## config.mk

```make
export PLATFORM = sky130hd
export DESIGN_NAME = frame_writer_dualbuf_seq_flat
export DESIGN_NICKNAME = d
export VERILOG_FILES = /design/src/rtl/frame_writer_dualbuf_seq_pkg.sv /design/src/rtl/frame_writer_dualbuf_seq_if.sv /design/src/rtl/frame_writer_dualbuf_seq_swap.sv /design/src/rtl/frame_writer_dualbuf_seq.sv /design/src/flat_wrapper.sv
export SDC_FILE = /design/constraint.sdc
export NUM_CORES = 1
export LEC_CHECK = 0
export ABC_AREA = 1
export CAP_MARGIN = 20
export CORE_ASPECT_RATIO = 1.5
export CORE_MARGIN = 1
export CORE_UTILIZATION = 65
export DETAILED_ROUTE_END_ITERATION = 12
export DONT_BUFFER_PORTS = 1
export PLACE_DENSITY = 0.8
export SYNTH_ARGS = -nofsm -noshare
export SYNTH_HDL_FRONTEND = slang
export SYNTH_HIERARCHICAL = 1
export SYNTH_SLANG_ARGS = --single-unit
```

## constraint.sdc

```tcl
create_clock -name clk_sys -period 2.9 [get_ports clk_sys]
set_input_delay 0.58 -clock clk_sys [delete_from_list [all_inputs] [get_ports clk_sys]]
set_output_delay 0.58 -clock clk_sys [all_outputs]
set_load 0.005 [all_outputs]
```

## src/rtl/frame_writer_dualbuf_seq_pkg.sv

```systemverilog
// frame_writer_dualbuf_seq_pkg: shared frame geometry, pixel width and state encoding
package frame_writer_dualbuf_seq_pkg;
  localparam int FB_WIDTH = 320;
  localparam int FB_HEIGHT = 240;
  localparam int FB_DEPTH = FB_WIDTH * FB_HEIGHT;
  localparam int FB_AW = 17;
  localparam int RGB_W = 12;
  typedef enum logic [1:0] {IDLE, FILL, SWAP_REQ, SWAP_WAIT} state_t;
endpackage

```

## src/rtl/frame_writer_dualbuf_seq_if.sv

```systemverilog
// frame_writer_dualbuf_seq_if: raster pixel stream with start-of-frame marker
interface frame_writer_dualbuf_seq_if;
  logic s_valid_sys;
  logic s_ready_sys;
  logic s_sof_sys;
  logic [frame_writer_dualbuf_seq_pkg::RGB_W-1:0] s_data_sys;
  modport master(output s_valid_sys, s_sof_sys, s_data_sys, input s_ready_sys);
  modport slave(input s_valid_sys, s_sof_sys, s_data_sys, output s_ready_sys);
endinterface

```

## src/rtl/frame_writer_dualbuf_seq_swap.sv

```systemverilog
// swap_handshake_ctl: holds the swap request, waits for the bank flip and retries on timeout
module swap_handshake_ctl
  import frame_writer_dualbuf_seq_pkg::*;
#(
  parameter int REQ_HOLD = 8,
  parameter int RETRY_CYCLES = 2000000
) (
  input  logic        clk,
  input  logic        rst_n,
  input  logic        start,
  input  logic        active_buf,
  output logic        req,
  output logic        done,
  output logic        retry,
  output logic [15:0] frames_done
);
  localparam int CW = $clog2(RETRY_CYCLES + REQ_HOLD);
  state_t st, st_nx;
  logic [CW-1:0] cnt, cnt_nx;
  logic buf_at_req;
  // state, shared hold/retry counter, bank seen at request time, completed-swap count
  always_ff @(posedge clk or negedge rst_n)
    if (!rst_n) begin
      st <= IDLE;
      cnt <= '0;
      buf_at_req <= 1'b0;
      frames_done <= '0;
    end else begin
      st <= st_nx;
      cnt <= cnt_nx;
      if (st == IDLE && start) buf_at_req <= active_buf;
      if (done) frames_done <= frames_done + 16'd1;
    end
  // a flip seen in either swap phase wins over hold expiry and retry
  always_comb begin
    st_nx = st;
    cnt_nx = cnt;
    req = st == SWAP_REQ;
    done = (st == SWAP_REQ || st == SWAP_WAIT) && active_buf != buf_at_req;
    retry = 1'b0;
    if (st == IDLE) st_nx = start ? SWAP_REQ : IDLE;
    else if (done) begin
      st_nx = IDLE;
      cnt_nx = '0;
    end else if (st == SWAP_REQ) begin
      st_nx = cnt == CW'(REQ_HOLD - 1) ? SWAP_WAIT : SWAP_REQ;
      cnt_nx = cnt == CW'(REQ_HOLD - 1) ? '0 : cnt + CW'(1);
    end else begin
      retry = cnt == CW'(RETRY_CYCLES - 1);
      st_nx = retry ? SWAP_REQ : SWAP_WAIT;
      cnt_nx = retry ? '0 : cnt + CW'(1);
    end
  end
endmodule

```

## src/rtl/frame_writer_dualbuf_seq.sv

```systemverilog
// frame_writer_dualbuf_seq: writes a pixel stream into the inactive bank and requests a swap per frame
module frame_writer_dualbuf_seq
  import frame_writer_dualbuf_seq_pkg::*;
#(
  parameter int WIDTH = FB_WIDTH,
  parameter int HEIGHT = FB_HEIGHT,
  parameter int AW = FB_AW,
  parameter int REQ_HOLD = 8,
  parameter int RETRY_CYCLES = 2000000
) (
  input  logic                    clk_sys,
  input  logic                    rst_n_sys,
  input  logic                    enable_sys,
  frame_writer_dualbuf_seq_if.slave s,
  input  logic                    active_buf_sys,
  output logic                    wr_en_sys,
  output logic [AW-1:0]           wr_addr_sys,
  output logic [RGB_W-1:0]        wr_data_sys,
  output logic                    swap_req_sys,
  output logic                    busy_sys,
  output logic [15:0]             frames_done_sys,
  output logic                    sof_err_sys,
  output logic                    swap_retry_sys
);
  localparam logic [AW-1:0] LAST = AW'(WIDTH * HEIGHT - 1);
  state_t st, st_nx;
  logic [AW-1:0] addr, addr_nx;
  logic acc, we, start, done;
  // stream FSM: the swap phases are sequenced by the handshake block, so this FSM parks in SWAP_REQ until done
  always_comb begin
    s.s_ready_sys = st == IDLE ? enable_sys : st == FILL;
    acc = s.s_valid_sys && s.s_ready_sys;
    we = acc && (st == FILL || s.s_sof_sys);
    start = we && st == FILL && !s.s_sof_sys && addr == LAST;
    st_nx = st;
    addr_nx = addr;
    if (we) begin
      addr_nx = s.s_sof_sys ? AW'(1) : start ? '0 : addr + AW'(1);
      st_nx = start ? SWAP_REQ : FILL;
    end else if (st == SWAP_REQ && done) st_nx = IDLE;
  end
  // state, address counter and the registered write port
  always_ff @(posedge clk_sys or negedge rst_n_sys)
    if (!rst_n_sys) begin
      st <= IDLE;
      addr <= '0;
      wr_en_sys <= 1'b0;
      wr_addr_sys <= '0;
      wr_data_sys <= '0;
      sof_err_sys <= 1'b0;
    end else begin
      st <= st_nx;
      addr <= addr_nx;
      wr_en_sys <= we;
      sof_err_sys <= we && st == FILL && s.s_sof_sys;
      if (we) begin
        wr_addr_sys <= s.s_sof_sys ? '0 : addr;
        wr_data_sys <= s.s_data_sys;
      end
    end
  assign busy_sys = st != IDLE;
  swap_handshake_ctl #(.REQ_HOLD(REQ_HOLD), .RETRY_CYCLES(RETRY_CYCLES)) u_swap (
    .clk(clk_sys),
    .rst_n(rst_n_sys),
    .start(start),
    .active_buf(active_buf_sys),
    .req(swap_req_sys),
    .done(done),
    .retry(swap_retry_sys),
    .frames_done(frames_done_sys)
  );
endmodule
```

## src/flat_wrapper.sv

```systemverilog
// flat-port wrapper written by rule: the top's interface ports become plain ports
module frame_writer_dualbuf_seq_flat import frame_writer_dualbuf_seq_pkg::*;
#(
  parameter int WIDTH = FB_WIDTH,
  parameter int HEIGHT = FB_HEIGHT,
  parameter int AW = FB_AW,
  parameter int REQ_HOLD = 8,
  parameter int RETRY_CYCLES = 2000000
)
  (clk_sys, rst_n_sys, enable_sys, active_buf_sys, wr_en_sys, wr_addr_sys, wr_data_sys, swap_req_sys, busy_sys, frames_done_sys, sof_err_sys, swap_retry_sys, s_s_valid_sys, s_s_sof_sys, s_s_data_sys, s_s_ready_sys);
  frame_writer_dualbuf_seq_if s_i ();
  input  logic clk_sys;
  input  logic rst_n_sys;
  input  logic enable_sys;
  input  logic active_buf_sys;
  output logic wr_en_sys;
  output logic [AW-1:0] wr_addr_sys;
  output logic [RGB_W-1:0] wr_data_sys;
  output logic swap_req_sys;
  output logic busy_sys;
  output logic [15:0] frames_done_sys;
  output logic sof_err_sys;
  output logic swap_retry_sys;
  input wire logic [$bits(s_i.s_valid_sys)-1:0] s_s_valid_sys;
  input wire logic [$bits(s_i.s_sof_sys)-1:0] s_s_sof_sys;
  input wire logic [$bits(s_i.s_data_sys)-1:0] s_s_data_sys;
  output wire logic [$bits(s_i.s_ready_sys)-1:0] s_s_ready_sys;
  assign s_i.s_valid_sys = s_s_valid_sys;
  assign s_i.s_sof_sys = s_s_sof_sys;
  assign s_i.s_data_sys = s_s_data_sys;
  assign s_s_ready_sys = s_i.s_ready_sys;
  frame_writer_dualbuf_seq #(.WIDTH(WIDTH), .HEIGHT(HEIGHT), .AW(AW), .REQ_HOLD(REQ_HOLD), .RETRY_CYCLES(RETRY_CYCLES)) u_core (.clk_sys(clk_sys), .rst_n_sys(rst_n_sys), .enable_sys(enable_sys), .s(s_i), .active_buf_sys(active_buf_sys), .wr_en_sys(wr_en_sys), .wr_addr_sys(wr_addr_sys), .wr_data_sys(wr_data_sys), .swap_req_sys(swap_req_sys), .busy_sys(busy_sys), .frames_done_sys(frames_done_sys), .sof_err_sys(sof_err_sys), .swap_retry_sys(swap_retry_sys));
endmodule
```

# Word level (Yosys, flattened, before mapping)
# Index checks and enable logic that the tools add are counted.
[classes]
n_addsub = 3
n_eq_ne = 8
muxes = 20
n_reduce_logical = 16
[op_table]
columns = ["operator", "n"]
rows = [
  ["$mux W21", 4],
  ["$mux W17", 3],
  ["$add A21 B1 Y21 const B", 1],
  ["$eq A21 B21 Y1 const B", 1],
  ["$eq A21 B3 Y1 const B", 1],
  ["$add A17 B1 Y17 const B", 1],
  ["$eq A17 B17 Y1 const B", 1],
  ["$add A16 B1 Y16 const B", 1],
  ["$mux W2", 6],
  ["$logic_and A1 B1 Y1", 9],
  ["$mux W1", 7],
  ["$eq A2 B2 Y1 const B", 3],
  ["$logic_not A2 Y1", 2],
  ["$reduce_bool A2 Y1", 2],
  ["$eq A2 B1 Y1 const B", 1],
  ["$logic_or A1 B1 Y1", 2],
  ["$logic_not A1 Y1", 1],
  ["$ne A1 B1 Y1", 1],
]
[word_totals]
reg_bits = 90
output_inout_bits = 51
elab_cells = 57

# Longest topological paths before layout
[depth]
word_depth = 9
depth_mapped = 11

# Cells and area by module
# The synthesis kept the hierarchy.
[modules_own_cells]
columns = ["mod", "n_inst", "cells_each", "area_per_inst_um2", "seq_area_each_um2"]
rows = [
  ["frame_writer_dualbuf_seq", 1, 327, 2439.8, 1251.2],
  ["swap_handshake_ctl", 1, 335, 2401.1, 1001.0],
]

# Worst setup path after synthesis
# Ideal clock, no wire load.
[synth_timing]
path_type = "input to output"
from = "input active_buf_sys"
to = "output swap_retry_sys"
arrival_ps = 1155
t_required_ps = 2320
slack_ps = 1165
cell_stages = 5
cell_sequence = "nor2_1 -> nor2_4 -> nor2_1 -> inv_1 -> nor2_1"
[synth_between]
elab_chain_len = 4
[synth_lines]
columns = ["item", "line", "rtl"]
rows = [
  ["start: declaration", "flat_wrapper.sv:15", "input logic active_buf_sys;"],
  ["$ne A1 B1 Y1", "frame_writer_dualbuf_seq_swap.sv:39", "done = (st == SWAP_REQ || st == SWAP_WAIT) && active_buf != buf_at_req;"],
  ["$logic_and A1 B1 Y1", "frame_writer_dualbuf_seq_swap.sv:39", ""],
  ["$mux W1", "frame_writer_dualbuf_seq_swap.sv:42", "else if (done) begin"],
  ["$mux W1", "frame_writer_dualbuf_seq_swap.sv:41", "if (st == IDLE) st_nx = start ? SWAP_REQ : IDLE;"],
  ["end: declaration", "flat_wrapper.sv:23", "output logic swap_retry_sys;"],
]
# No other way between the ends.

# Worst setup path in the final report
[layout_timing]
from = "register u_core.u_swap.buf_at_req"
to = "output swap_retry_sys"
[layout_between]
elab_chain_len = 4
[layout_lines]
columns = ["item", "line", "rtl"]
rows = [
  ["start: declaration", "frame_writer_dualbuf_seq_swap.sv:20", "logic buf_at_req;"],
  ["start signal: assignment", "frame_writer_dualbuf_seq_swap.sv:31", "if (st == IDLE && start) buf_at_req <= active_buf;"],
  ["$ne A1 B1 Y1", "frame_writer_dualbuf_seq_swap.sv:39", ""],
  ["$logic_and A1 B1 Y1", "frame_writer_dualbuf_seq_swap.sv:39", ""],
  ["via u_core.done", "frame_writer_dualbuf_seq.sv:28", "logic acc, we, start, done;"],
  ["$mux W1", "frame_writer_dualbuf_seq_swap.sv:42", ""],
  ["$mux W1", "frame_writer_dualbuf_seq_swap.sv:41", ""],
]
# The timed path passes the listed nets, and every way through them passes these cells.

==> flow_summary_export.csv <==
group,metric,value,unit
status,outcome,"finished clean",
sta,fin_crit_sh,75.8,%
power_and_ir_drop,vdd_ir_drop_max,0.503,mV
synthesis,syn_area_per_cell,7.31,um2
routing,vias,4276,
floorplan,io_pins,69,
synthesis,ys_warn_count,6,
clocking,path_clk_slew,90,ps
power_and_ir_drop,p_int,1.98,mW
synthesis,synth_area_leaders,"dfrtp_1, nand2_1, nor2_1",
job,drv_cap,0,
placed_design,place_hpwl,7770,um
synthesis,synth_nets,683,
sta,slew_headroom,54.4,%
clocking,post_cts_buffers,0,
sta,setup_viol,0,
critical_path,cpPeakStageDelay,400,ps
floorplan,start_util,67.0,%
floorplan,dieHeight,108,um
power_and_ir_drop,total_power,3.15,mW
global_routing,grt.total_usage,29.5,%
routing,drc,0,
routing,drt_pass1_iterations,5,
sta,maxSlewViolCount,0,
clocking,clock_latency,370,ps
power_and_ir_drop,p_comb_share,22.2,%
final_layout,drive_above_1_share,6.45,%
clocking,clk_path_buf_depth,2,
clocking,clockRootBuffer,"clkbuf_8",
synthesis,synth_top_area_cell,"dfrtp_1",
final_layout,fin_cells,767,
final_layout,nets,683,
synthesis,syn_inst,662,
critical_path,worstPathCellList,"nand2_1 > nand2_1 > nor2_4 > nor2_1 > inv_1 > nor2_1",
critical_path,startpoint,"u_core/u_swap/buf_at_req$_DFFE_PN0P_",
critical_path,cp-end-kind,"output port",
critical_path,slowest_stage,"dfrtp_1",
routing,viasPerCell,5.57,
sta,finalClockSkew,13.4,ps
global_routing,antenna_found_initial,0,
critical_path,rrSetupSlack,1050,ps
clocking,cts_hold_buf,1,
synthesis,synth_seq_area_share,46.5,%
critical_path,path_class,"reg -> out",
placed_design,port_buffers,0,
power_and_ir_drop,p_per_area,615,nW/um2
global_routing,grt_pass1_wl,17600,um
sta,rsz0062_at_grt,"no",
critical_path,r2r-start,"u_core/addr[1]$_DFFE_PN0P_",
global_routing,grt_pass1_vias,3916,
final_layout,n_antenna_cell,0,
sta,setup_tns,0,ps
clocking,ctsResizeCount,0,
placed_design,gp_congestion,0.949,
synthesis,synth.ff_latch_count,90,
synthesis,ys_types,33,
placed_design,dp_cells,750,
global_routing,grt_max_degree,91,
clocking,cts_sinks,90,
synthesis,syn_area,4840,um2
final_layout,syn_to_final_growth,5.76,%
critical_path,cp_max_fo,18,
clocking,cts_buffers,9,
critical_path,cp-start-kind,"flip-flop",
hold_path,hold_path_class,"in -> async",
clocking,cts_max_level,3,
floorplan,row_count,38,
routing,drtIter0Drc,266,
sta,finalHoldViolCount,0,
routing,finalWirelength,11000,um
floorplan,die-area,7800,um2
power_and_ir_drop,seq_power_share,51.9,%
sta,holdWs,120,ps
final_layout,postLayoutCoreUtil,70.8,%
routing,wl_per_cell,14.4,um
sta,period_minus_slack,2200,ps
floorplan,core,7230,um2
clocking,tritoncts,"built",
sta,worstMarginPinSlew,683,ps
floorplan,die_w,72.5,um
global_routing,grt-ovfl-total,0,
synthesis,yosys.area.top_type_share,46.5,%
power_and_ir_drop,p_switching,1.17,mW
power_and_ir_drop,leakagePower,2.45,nW
routing,postRouteAntennaNets,0,
power_and_ir_drop,clkPwrFrac,25.9,%
sta,timing.fmax,0.455,GHz
power_and_ir_drop,power_switching_share,37.0,%
critical_path,cp.arrival,1620,ps
critical_path,worstPathRequired,2320,ps
## logic make-up after synthesis
kind of cell / synth area share (%)
AOI/OAI and AO/OA: 5.61
xor gates and xnor gates: 3.80
adders and majority gates: 0.775
buffers and inverters: 6.72
DFF: 46.5
muxes: 0.233
and+or+nand+nor: 36.3
## power by group through the flow
stage                     logic, mW  clock network [mW]  registers [mW]
after floorplan               0.548                   0            1.60
after global placement        0.639                   0            1.65
after detailed placement      0.669                   0            1.65
after CTS                     0.698               0.824            1.63
after global routing          0.788               0.896            1.66
final                         0.698               0.816            1.63
## layer usage
metal | routed length (um) | global-route usage (%)
met4 | 476 | 16.9
met3 | 508 | 5.71
met1 | 4270 | 34.2
met2 | 5750 | 49.9
met5 | 0 | 0
## state kept, by name, indices dropped and copies added, names as in the netlist, 2 cells and up
signal / count
u_core/st: 2
u_core/wr_addr_sys: 17
u_core/u_swap/cnt: 21
u_core/addr: 17
u_core/u_swap/st: 2
u_core/wr_data_sys: 12
u_core/u_swap/frames_done: 16
## final cells by class
| cell class | instances | area (um2) |
|---|---|---|
| multi-input cells | 492 | 2260 |
| clock buffers | 10 | 138 |
| clock inverters | 6 | 46.3 |
| fillers | 618 | 2110 |
| well taps | 100 | 125 |
| inverters | 65 | 245 |
| flip-flops and latches | 90 | 2250 |
| repair buffers | 4 | 50.0 |
## cell usage in the layout (no fill, tap or decap), types with 4 or more instances in the layout
master,instances
clkbuf_8,10
dfrtp_1,90
inv_1,61
nand2_1,248
nand2_2,7
nand3_1,29
nand4_1,17
nor2_1,94
nor2_2,5
nor2_4,5
nor3_1,9
o21ai_0,19
o21ai_1,12
o21bai_1,7
o31ai_1,4
xnor2_1,7
xor2_1,14
## worst paths after layout
check / endpoint / depth (start not counted)
worst max-delay path: swap_retry_sys / 6
worst min-delay path: u_core/u_swap/cnt[0]$_DFFE_PN0P_ / 1
worst max register to register: u_core/u_swap/buf_at_req$_DFFE_PN0P_ / 7
worst min register to register: u_core/wr_data_sys[0]$_DFFE_PN0P_ / 2
max in group asynchronous: u_core/u_swap/cnt[1]$_DFFE_PN0P_ / 1
min in group clk_sys: u_core/wr_addr_sys[6]$_DFFE_PN0P_ / 1
## synth_stat cells (all sizes together)
library cell,number
nand2,255
nor2,104
dfrtp,90
inv,63
o21ai,31
nand3,30
nand4,17
xor2,14
buf,12
nor3,10
o21bai,7
xnor2,7
o31ai,4
clkbuf,3
ha,3
a21oi,2
and2,2
clkinv,2
nand3b,2
a31oi,1
mux2,1
o2111ai,1
o41ai,1
## metrics by stage
| stage | setup WS, ps | area (um2) |
|---|---|---|
| final | 702 | 5120 |
| after global routing | 614 | 5120 |
| after CTS | 686 | 5120 |
| after detailed placement | 902 | 4910 |
| after global placement | 941 | 4910 |
| after floorplan | 1170 | 4840 |
## worst max-delay path: cells and delay by family, from the launching register on
family | cells | cell delay [ps]
AND/OR/NAND/NOR | 5 | 690
flip-flops | 1 | 400
buffers and inverters | 1 | 140
No activity file was read; power rests on OpenSTA's default activity.
